## src/rtl/enemy_roam_sprite_rom.sv

```systemverilog
// enemy_roam_sprite_rom
// 16x16 sprite ROM for the roaming enemy: (row, col) -> 8-bit RRRGGGBB colour,
// one cycle of latency, synchronous active-high reset to the transparent colour.
// The image is a diamond: a body fill, a 2-pixel outline, and two eyes.
// Optional build macro ENEMY_ROM_HIT_FLASH_EN adds a 'flash' input. While flash
// is high, every non-transparent pixel is shown white, as a hit indication.
module enemy_roam_sprite_rom #(
  parameter logic [7:0] TRANS_COLOR   = 8'hBB,
  parameter logic [7:0] BODY_COLOR    = 8'hE0,
  parameter logic [7:0] OUTLINE_COLOR = 8'h00,
  parameter logic [7:0] EYE_COLOR     = 8'hFC
) (
  input  logic       clk,
  input  logic       rst,
  input  logic [3:0] row,
  input  logic [3:0] col,
`ifdef ENEMY_ROM_HIT_FLASH_EN
  input  logic       flash,
`endif
  output logic [7:0] color_data
);

  // Pixel classes. The table stores a class rather than a colour, so the
  // colour parameters can be overridden without editing the table.
  localparam logic [1:0] CT = 2'd0;  // transparent
  localparam logic [1:0] CB = 2'd1;  // body
  localparam logic [1:0] CO = 2'd2;  // outline
  localparam logic [1:0] CE = 2'd3;  // eye

  localparam logic [7:0] FLASH_COLOR = 8'hFF;

  // Table index is {row, col}. Each line of the table is one sprite row.
  // d = |2r-15| + |2c-15|: d <= 14 is body, d of 16 or 18 is outline, and
  // anything larger is transparent. The eyes sit on row 5, at cols 5, 6, 9 and 10.
  localparam logic [1:0] CLASS_TABLE [256] = '{
    CT,CT,CT,CT,CT,CT,CO,CO,CO,CO,CT,CT,CT,CT,CT,CT,  // row 0
    CT,CT,CT,CT,CT,CO,CO,CB,CB,CO,CO,CT,CT,CT,CT,CT,  // row 1
    CT,CT,CT,CT,CO,CO,CB,CB,CB,CB,CO,CO,CT,CT,CT,CT,  // row 2
    CT,CT,CT,CO,CO,CB,CB,CB,CB,CB,CB,CO,CO,CT,CT,CT,  // row 3
    CT,CT,CO,CO,CB,CB,CB,CB,CB,CB,CB,CB,CO,CO,CT,CT,  // row 4
    CT,CO,CO,CB,CB,CE,CE,CB,CB,CE,CE,CB,CB,CO,CO,CT,  // row 5
    CO,CO,CB,CB,CB,CB,CB,CB,CB,CB,CB,CB,CB,CB,CO,CO,  // row 6
    CO,CB,CB,CB,CB,CB,CB,CB,CB,CB,CB,CB,CB,CB,CB,CO,  // row 7
    CO,CB,CB,CB,CB,CB,CB,CB,CB,CB,CB,CB,CB,CB,CB,CO,  // row 8
    CO,CO,CB,CB,CB,CB,CB,CB,CB,CB,CB,CB,CB,CB,CO,CO,  // row 9
    CT,CO,CO,CB,CB,CB,CB,CB,CB,CB,CB,CB,CB,CO,CO,CT,  // row 10
    CT,CT,CO,CO,CB,CB,CB,CB,CB,CB,CB,CB,CO,CO,CT,CT,  // row 11
    CT,CT,CT,CO,CO,CB,CB,CB,CB,CB,CB,CO,CO,CT,CT,CT,  // row 12
    CT,CT,CT,CT,CO,CO,CB,CB,CB,CB,CO,CO,CT,CT,CT,CT,  // row 13
    CT,CT,CT,CT,CT,CO,CO,CB,CB,CO,CO,CT,CT,CT,CT,CT,  // row 14
    CT,CT,CT,CT,CT,CT,CO,CO,CO,CO,CT,CT,CT,CT,CT,CT   // row 15
  };

  logic [7:0] addr;
  logic [1:0] pixel_class;
  logic [7:0] table_color;
  logic [7:0] next_color;
  logic       flash_on;

  assign addr        = {row, col};
  assign pixel_class = CLASS_TABLE[addr];

`ifdef ENEMY_ROM_HIT_FLASH_EN
  assign flash_on = flash;
`else
  assign flash_on = 1'b0;
`endif

  // Convert the stored pixel class into its colour.
  always_comb begin
    table_color = TRANS_COLOR;
    case (pixel_class)
      CT:      table_color = TRANS_COLOR;
      CB:      table_color = BODY_COLOR;
      CO:      table_color = OUTLINE_COLOR;
      CE:      table_color = EYE_COLOR;
      default: table_color = TRANS_COLOR;
    endcase
  end

  // Hit flash: show every visible pixel white, and leave transparent pixels alone.
  always_comb begin
    next_color = table_color;
    if (flash_on && (table_color != TRANS_COLOR)) begin
      next_color = FLASH_COLOR;
    end else begin
      next_color = table_color;
    end
  end

  // Register the output. Reset takes priority over the lookup.
  always_ff @(posedge clk) begin
    if (rst) begin
      color_data <= TRANS_COLOR;
    end else begin
      color_data <= next_color;
    end
  end

endmodule

```

## config.mk

```make
export PLATFORM = sky130hd
export DESIGN_NAME = enemy_roam_sprite_rom
export DESIGN_NICKNAME = d
export VERILOG_FILES = /design/src/rtl/enemy_roam_sprite_rom.sv
export SDC_FILE = /design/constraint.sdc
export NUM_CORES = 1
export LEC_CHECK = 0
export CORE_UTILIZATION = 49
export DETAILED_ROUTE_END_ITERATION = 10
export PLACE_DENSITY = 0.84
export SLEW_MARGIN = 5
export SYNTH_ARGS = -nofsm -noshare
export SYNTH_HDL_FRONTEND = slang
export SYNTH_SLANG_ARGS = --single-unit
```

## constraint.sdc

```tcl
create_clock -name clk -period 4.1 [get_ports clk]
set_clock_uncertainty 0.1 [all_clocks]
set_input_delay 0.82 -clock clk [delete_from_list [all_inputs] [get_ports clk]]
set_output_delay 0.82 -clock clk [all_outputs]
set_load 0.005 [all_outputs]
```

==> metrics.cfg, run 1 <==
[run_status]
status = finished clean

[worst_hold_path]
worstHoldStart = rst
hold_class = input pin to flip-flop
worstHoldEndpoint = color_data[6]$_SDFF_PP0_
whs_path_depth = 2

[place]
port_buffers = 17
place_congestion = 0.8832
hpwl_um = 1458

[die]
ios = 18
core-area_um2 = 1383
die_x_um = 41.76
die_h_um = 41.76
rows = 13
dieArea_um2 = 1743
floorplan.initialDensity_pct = 56.02

[critical_path]
crit_type = input pin to flip-flop
critPathMaxFanout = 5
crit_required_ns = 4.12
arrival_ns = 3.61
critPathLaunchType = input pin
worst_setup_path_end_kind = flip-flop

[routing]
drc = 0
routed_wl_um = 1815
via_per_inst = 6.147
wire_per_inst_um = 14.07
ant_nets = 0
num_vias = 793
drt_pass1_iterations = 4
drtIter0Drc = 31

[global_route]
antenna_found_initial = 0
grt_pass1_wl_um = 3305
grt_overflow = 0
track_usage_pct = 24.48
grt_pass1_vias = 732
grt_max_degree = 20

[synthesis]
synthFlopType = dfxtp_1
yosys-top-cells-area = dfxtp_1 13%, ha_1 8.1%, nand3_1 5.8%, nand2b_1 4.8%, a211oi_1 3.9%
synth.largest_area_cell = dfxtp_1
synthArstFlopShare_pct = 0
ys_ff_latch = 5
ys_warn_count = 0
netlist_area_um2 = 774.5
syn_nets = 117
synth_edf_count = 0
ys_types = 41
avgSynthCellArea_um2 = 7.593
synth_top_area_share_pct = 12.92
syn_inst = 102
ys_seq_area_share_pct = 12.92

[timing]
relSlewSlack_pct = 56.91
final-hold-violation-count = 0
fin_crit_sh_pct = 87.48
max_slew.worst_pin.slew_ns = 0.6443
fin_crit_ns = 3.587
fmax_mhz = 278.8
setup_viol = 0
rsz0062_at_grt = false
slew_viol_final = 0
fin_tns_setup_ns = 0

[cts]
cts_resized = 0
cts.clk_slew.worst_paths_ns = 0.05
cts_max_path_buffers = 2
root_buffer = clkbuf_4
numClockSinks = 5
cts_tree = built
hold_buffers = 0
cts_buffers = 3
cts_setup_buffers = 0
htreeDepth = 1

[final_layout]
finish.utilization_pct = 67.96
final_net_count = 130
drive_above_1_share_pct = 10.53
diodes = 0
top_regs = color_data: 5 flops
regMostFlops = color_data
largest_reg_flops = 5
fillers = 116
area_growth_pct = 21.32

[job]
drv_cap = 0

[pwr]
power_density_nw_per_um2 = 220.0
ir_worst_vdd_uv = 80.87
cellLeakagePower_nw = 0.3653
p_total_w = 0.0002067

[final cells by class]
type | count | area, µm² | share of cell area, %
repair buffers | 20 | 192.7 | 20.51
multi-input cells | 79 | 579.3 | 61.65
flip-flops and latches | 5 | 100.1 | 10.65
clock buffers | 4 | 26.28 | 2.796
inverters | 6 | 22.52 | 2.397
well taps | 15 | 18.77 | 1.997
[per-layer routing]
metal,share of wire [%],vias up,routed length (µm),track usage (%)
met2,49,23,893,40.00
met4,1.0,0,19,7.742
met1,46,374,837,31.84
li1,-,392,-,-
met3,3.5,4,64,5.217
met5,0,-,0,0
[through the flow]
step                setup slack (ns)  area [µm²]  cells  hold WS (ns)
CTS                           0.5728       939.7    129         1.084
global route                  0.3767       939.7    129         1.097
floorplan                     0.8157       774.5    102        0.7916
detailed placement            0.3248       913.4    125         1.345
global placement              0.4288       913.4    125         1.336
finish                        0.5135       939.7    129         1.089
[logic make-up (layout without fill, tap and decap cells)]
family,after synthesis,after routing,share of synthesized area (%)
and+or+nand+nor,41,41,31.02
adders and majority gates,5,5,8.078
DFF,5,5,12.92
muxes,3,3,5.654
xor gates and xnor gates,4,4,4.524
AOI/OAI and AO/OA,26,26,25.53
buffers and inverters,18,30,12.28
[critical path, cell delays in order]
cell and delay, ns:
clkdlybuf4s50_1 0.43, inv_1 0.13, ha_1 0.24, or3b_4 0.42, and2_0 0.17, mux4_2 0.46, o32ai_2 0.27, a31o_1 0.17
ha_1 0.23, or2_2 0.26
[layout by cell type (no fill, tap or decap), types with 2 or more instances in the layout]
cell type / synthesis / routed
a211oi_1: 4 / 4
a21oi_1: 2 / 2
a311oi_1: 3 / 3
and2_0: 2 / 2
and3b_1: 3 / 3
buf_4: 3 / 3
clkbuf_4: 0 / 3
clkdlybuf4s50_1: 0 / 17
dfxtp_1: 5 / 5
ha_1: 5 / 5
inv_1: 6 / 6
nand2_1: 6 / 6
nand2b_1: 6 / 6
nand3_1: 9 / 9
nor2_1: 2 / 2
nor2b_1: 4 / 4
nor3b_1: 2 / 2
o21ai_0: 5 / 5
o221ai_1: 2 / 2
or2_2: 2 / 2
or3_1: 2 / 2
xnor2_1: 3 / 3
[synthesized netlist by cell type (2+ instances only)]
library cell / number
a211oi_1: 4
a21oi_1: 2
a311oi_1: 3
and2_0: 2
and3b_1: 3
buf_1: 2
buf_4: 3
buf_6: 2
clkbuf_1: 4
dfxtp_1: 5
ha_1: 5
inv_1: 6
nand2_1: 6
nand2b_1: 6
nand3_1: 9
nor2_1: 2
nor2b_1: 4
nor3b_1: 2
o21ai_0: 5
o221ai_1: 2
or2_2: 2
or3_1: 2
xnor2_1: 3
[worst max path at each step]
stage / from / endpoint / slack (ns)
finish: col[1] / color_data[4]$_SDFF_PP1_ / 0.51
global route: col[1] / color_data[4]$_SDFF_PP1_ / 0.38
CTS: col[1] / color_data[4]$_SDFF_PP1_ / 0.57
detailed placement: col[1] / color_data[4]$_SDFF_PP1_ / 0.32
global placement: col[1] / color_data[4]$_SDFF_PP1_ / 0.43
floorplan: col[1] / color_data[4]$_SDFF_PP1_ / 0.82
[power by group]
| group | leakage (nW) | switching [W] | internal (W) |
|---|---|---|---|
| registers | 0.0414 | 0.00000201 | 0.0000538 |
| logic | 0.309 | 0.0000445 | 0.0000491 |
| clock network | 0.0150 | 0.0000205 | 0.0000368 |
| total | 0.365 | 0.0000670 | 0.000140 |
Note: power is estimated with default switching activity, not from simulation.
==> run 2: changes to the inputs <==
--- a/config.mk
+++ b/config.mk
@@ -5,8 +5,10 @@
 export SDC_FILE = /design/constraint.sdc
 export NUM_CORES = 1
 export LEC_CHECK = 0
+export ABC_CLOCK_PERIOD_IN_PS = 4100
 export CORE_UTILIZATION = 49
 export DETAILED_ROUTE_END_ITERATION = 10
+export MAX_ROUTING_LAYER = met4
 export PLACE_DENSITY = 0.84
 export SLEW_MARGIN = 5
 export SYNTH_ARGS = -nofsm -noshare
==> run 2 against run 1 <==
Against the previous run:
- cell count stayed put
- first-iteration DRC count decreased by 16%
- power is 0.19% lower
- global-route usage is 0.58 points higher
- routed wire length up 0.22%
- die area is the same
- largest cell class unchanged
- highest routed layer unchanged
==> metrics.cfg, run 2 (synthesis results as in run 1) <==
[run_status]
status = finished clean

[pwr]
swShare_pct = 32.27  ; -0.12 points
power.clock.fraction_pct = 27.5  ; -0.2 points
cellLeakagePower_nw = 0.3653  ; unchanged
switching_power_w = 0.00006659  ; -0.57%
power_density_nw_per_um2 = 219.6  ; -0.19%
p_comb_share_pct = 45.4  ; about the same
sequentialPowerShare_pct = 27.1  ; about the same
intPower_w = 0.0001398  ; about the same
ir_worst_vdd_uv = 79.48  ; -1.7%

[place]
place_ws_ns = 0.3248  ; unchanged
hpwl_um = 1458  ; unchanged
port_buffers = 17  ; unchanged
place_congestion = 0.8980  ; +1.7%
postPlaceCellArea_um2 = 913.4  ; unchanged

[final_layout]
drive_above_1_share_pct = 10.53  ; unchanged
final_net_count = 130  ; unchanged
largest_reg_flops = 5  ; unchanged
final_common_cell = clkdlybuf4s50_1
diodes = 0  ; unchanged
top_regs = color_data: 5 flops
finish.utilization_pct = 67.96  ; unchanged
final_cell_mix = 17 x clkdlybuf4s50_1, 9 x nand3_1, 6 x inv_1, 6 x nand2b_1, 6 x nand2_1
fillers = 116  ; unchanged
area_growth_pct = 21.32  ; unchanged
final_cell_area_um2 = 939.7  ; unchanged
regMostFlops = color_data

[global_route]
grt_use_met3_pct = 5.217  ; unchanged
grt_max_degree = 20  ; unchanged
grt_pass1_vias = 729  ; -0.41%
antenna_found_initial = 0  ; unchanged
grt_use_met2_pct = 40.31  ; +0.31 points
track_usage_pct = 25.07  ; +0.58 points
grt_overflow = 0  ; unchanged
grt_busiest_layer = met2
grt_util_met1_pct = 31.32  ; -0.53 points
grt_pass1_wl_um = 3305  ; unchanged

[critical_path]
crit_required_ns = 4.12  ; about the same
crit_end = color_data[4]$_SDFF_PP1_
critPathLaunchType = input pin
critPathMaxFanout = 5  ; unchanged
worst_setup_path_end_kind = flip-flop
crit_type = input pin to flip-flop
arrival_ns = 3.59  ; -0.02 ns
crit_slowest_cell = mux4_2
critPathLaunch = col[1]
cp_common_cell = ha_1
cp_cell_sequence = clkdlybuf4s50_1 > inv_1 > ha_1 > or3b_4 > and2_0 > mux4_2 > o32ai_2 > a31o_1 > ha_1 > or2_2
slowest_delay_ns = 0.46  ; about the same

[routing]
routed_wl_um = 1819  ; +0.22%
num_vias = 791  ; -0.25%
drc = 0  ; unchanged
drtIter0Drc = 26  ; -16%
via_per_inst = 6.132  ; -0.25%
ant_nets = 0  ; unchanged
drt_pass1_iterations = 4  ; unchanged
wire_per_inst_um = 14.10  ; +0.22%

[job]
drv_cap = 0  ; unchanged

[timing]
fin_crit_sh_pct = 87.13  ; -0.34 points
final-hold-violation-count = 0  ; unchanged
slew_viol_final = 0  ; unchanged
timing.hold.ws_ns = 1.091  ; +0.001960 ns
fin_ws_ns = 0.5275  ; +0.01406 ns
fin_crit_ns = 3.572  ; -0.01406 ns
rsz0062_at_grt = false
relSlewSlack_pct = 56.32  ; -0.59 points
setup_viol = 0  ; unchanged
fmax_mhz = 279.9  ; +0.39%
max_slew.worst_pin.slew_ns = 0.6531  ; +0.008816 ns
fin_tns_setup_ns = 0  ; unchanged

[die]
dieArea_um2 = 1743  ; unchanged
floorplan.initialDensity_pct = 56.02  ; unchanged
die_x_um = 41.76  ; unchanged
core-area_um2 = 1383  ; unchanged
die_h_um = 41.76  ; unchanged
ios = 18  ; unchanged
rows = 13  ; unchanged

[cts]
cts_setup_buffers = 0  ; unchanged
root_buffer = clkbuf_4
hold_buffers = 0  ; unchanged
cts.clk_slew.worst_paths_ns = 0.05  ; about the same
cts_max_path_buffers = 2  ; unchanged
cts_resized = 0  ; unchanged
cts_tree = built
numClockSinks = 5  ; unchanged
htreeDepth = 1  ; unchanged
cts_buffers = 3  ; unchanged

[worst_hold_path]
hold_class = input pin to flip-flop
worstHoldStart = rst

-- run 2: cell counts in the layout (fill, tap and decap cells not counted) --
Identical to the previous run, type by type.
-- run 2: worst max-delay path, delay by kind of cell --
family                   cells  cell delay, ns
AO/OA/AOI/OAI                2            0.42
adder cells (fa/ha/maj)      2            0.47
buffers and inverters        2            0.57
multiplexers                 1            0.46
AND/OR/NAND/NOR              3            0.85
-- run 2: area by class of cell --
type | instances | area (µm²) | share of cell area (%)
multi-input combinational | 79 | 579.3 | 61.65
inverter | 6 | 22.52 | 2.397
clock buffer | 4 | 26.28 | 2.796
tap | 15 | 18.77 | 1.997
sequential | 5 | 100.1 | 10.65
timing repair buffer | 20 | 192.7 | 20.51
-- run 2: routing by layer --
| metal | wire [µm] | vias up |
|---|---|---|
| met5 | 0 | - |
| met4 | 4 | 0 |
| met3 | 94 | 2 |
| met2 | 879 | 30 |
| met1 | 840 | 366 |
| li1 | - | 393 |
-- run 2: how the worst min path moves through the flow --
stage               slack, ns  depth (start not counted)                       end
global placement         1.34                          2  color_data[6]$_SDFF_PP0_
CTS                      1.08                          2  color_data[6]$_SDFF_PP0_
finish                   1.09                          2  color_data[6]$_SDFF_PP0_
detailed placement       1.34                          2  color_data[6]$_SDFF_PP0_
global route             1.10                          2  color_data[6]$_SDFF_PP0_
floorplan                0.79                          1  color_data[2]$_SDFF_PP0_
-- run 2: power by group through the flow --
stage / clock, W / combinational, W / sequential [W]
after global routing: 0.0000669 / 0.000104 / 0.0000564
final: 0.0000567 / 0.0000938 / 0.0000559
after CTS: 0.0000606 / 0.0000930 / 0.0000560
after global placement: 0 / 0.0000896 / 0.0000565
after floorplan: 0 / 0.0000608 / 0.0000573
after detailed placement: 0 / 0.0000928 / 0.0000569
-- run 2: per-stage QoR --
step                power [W]  std cells
floorplan           0.0001181        102
global placement    0.0001461        125
detailed placement  0.0001497        125
CTS                 0.0002095        129
global route        0.0002273        129
finish              0.0002064        129
==> run 3: changes to the inputs <==
--- a/config.mk
+++ b/config.mk
@@ -8,7 +8,6 @@
 export ABC_CLOCK_PERIOD_IN_PS = 4100
 export CORE_UTILIZATION = 49
 export DETAILED_ROUTE_END_ITERATION = 10
-export MAX_ROUTING_LAYER = met4
 export PLACE_DENSITY = 0.84
 export SLEW_MARGIN = 5
 export SYNTH_ARGS = -nofsm -noshare
==> results of run 3 <==
No change in the layout: final DEF, timing and power equal those of run 1.
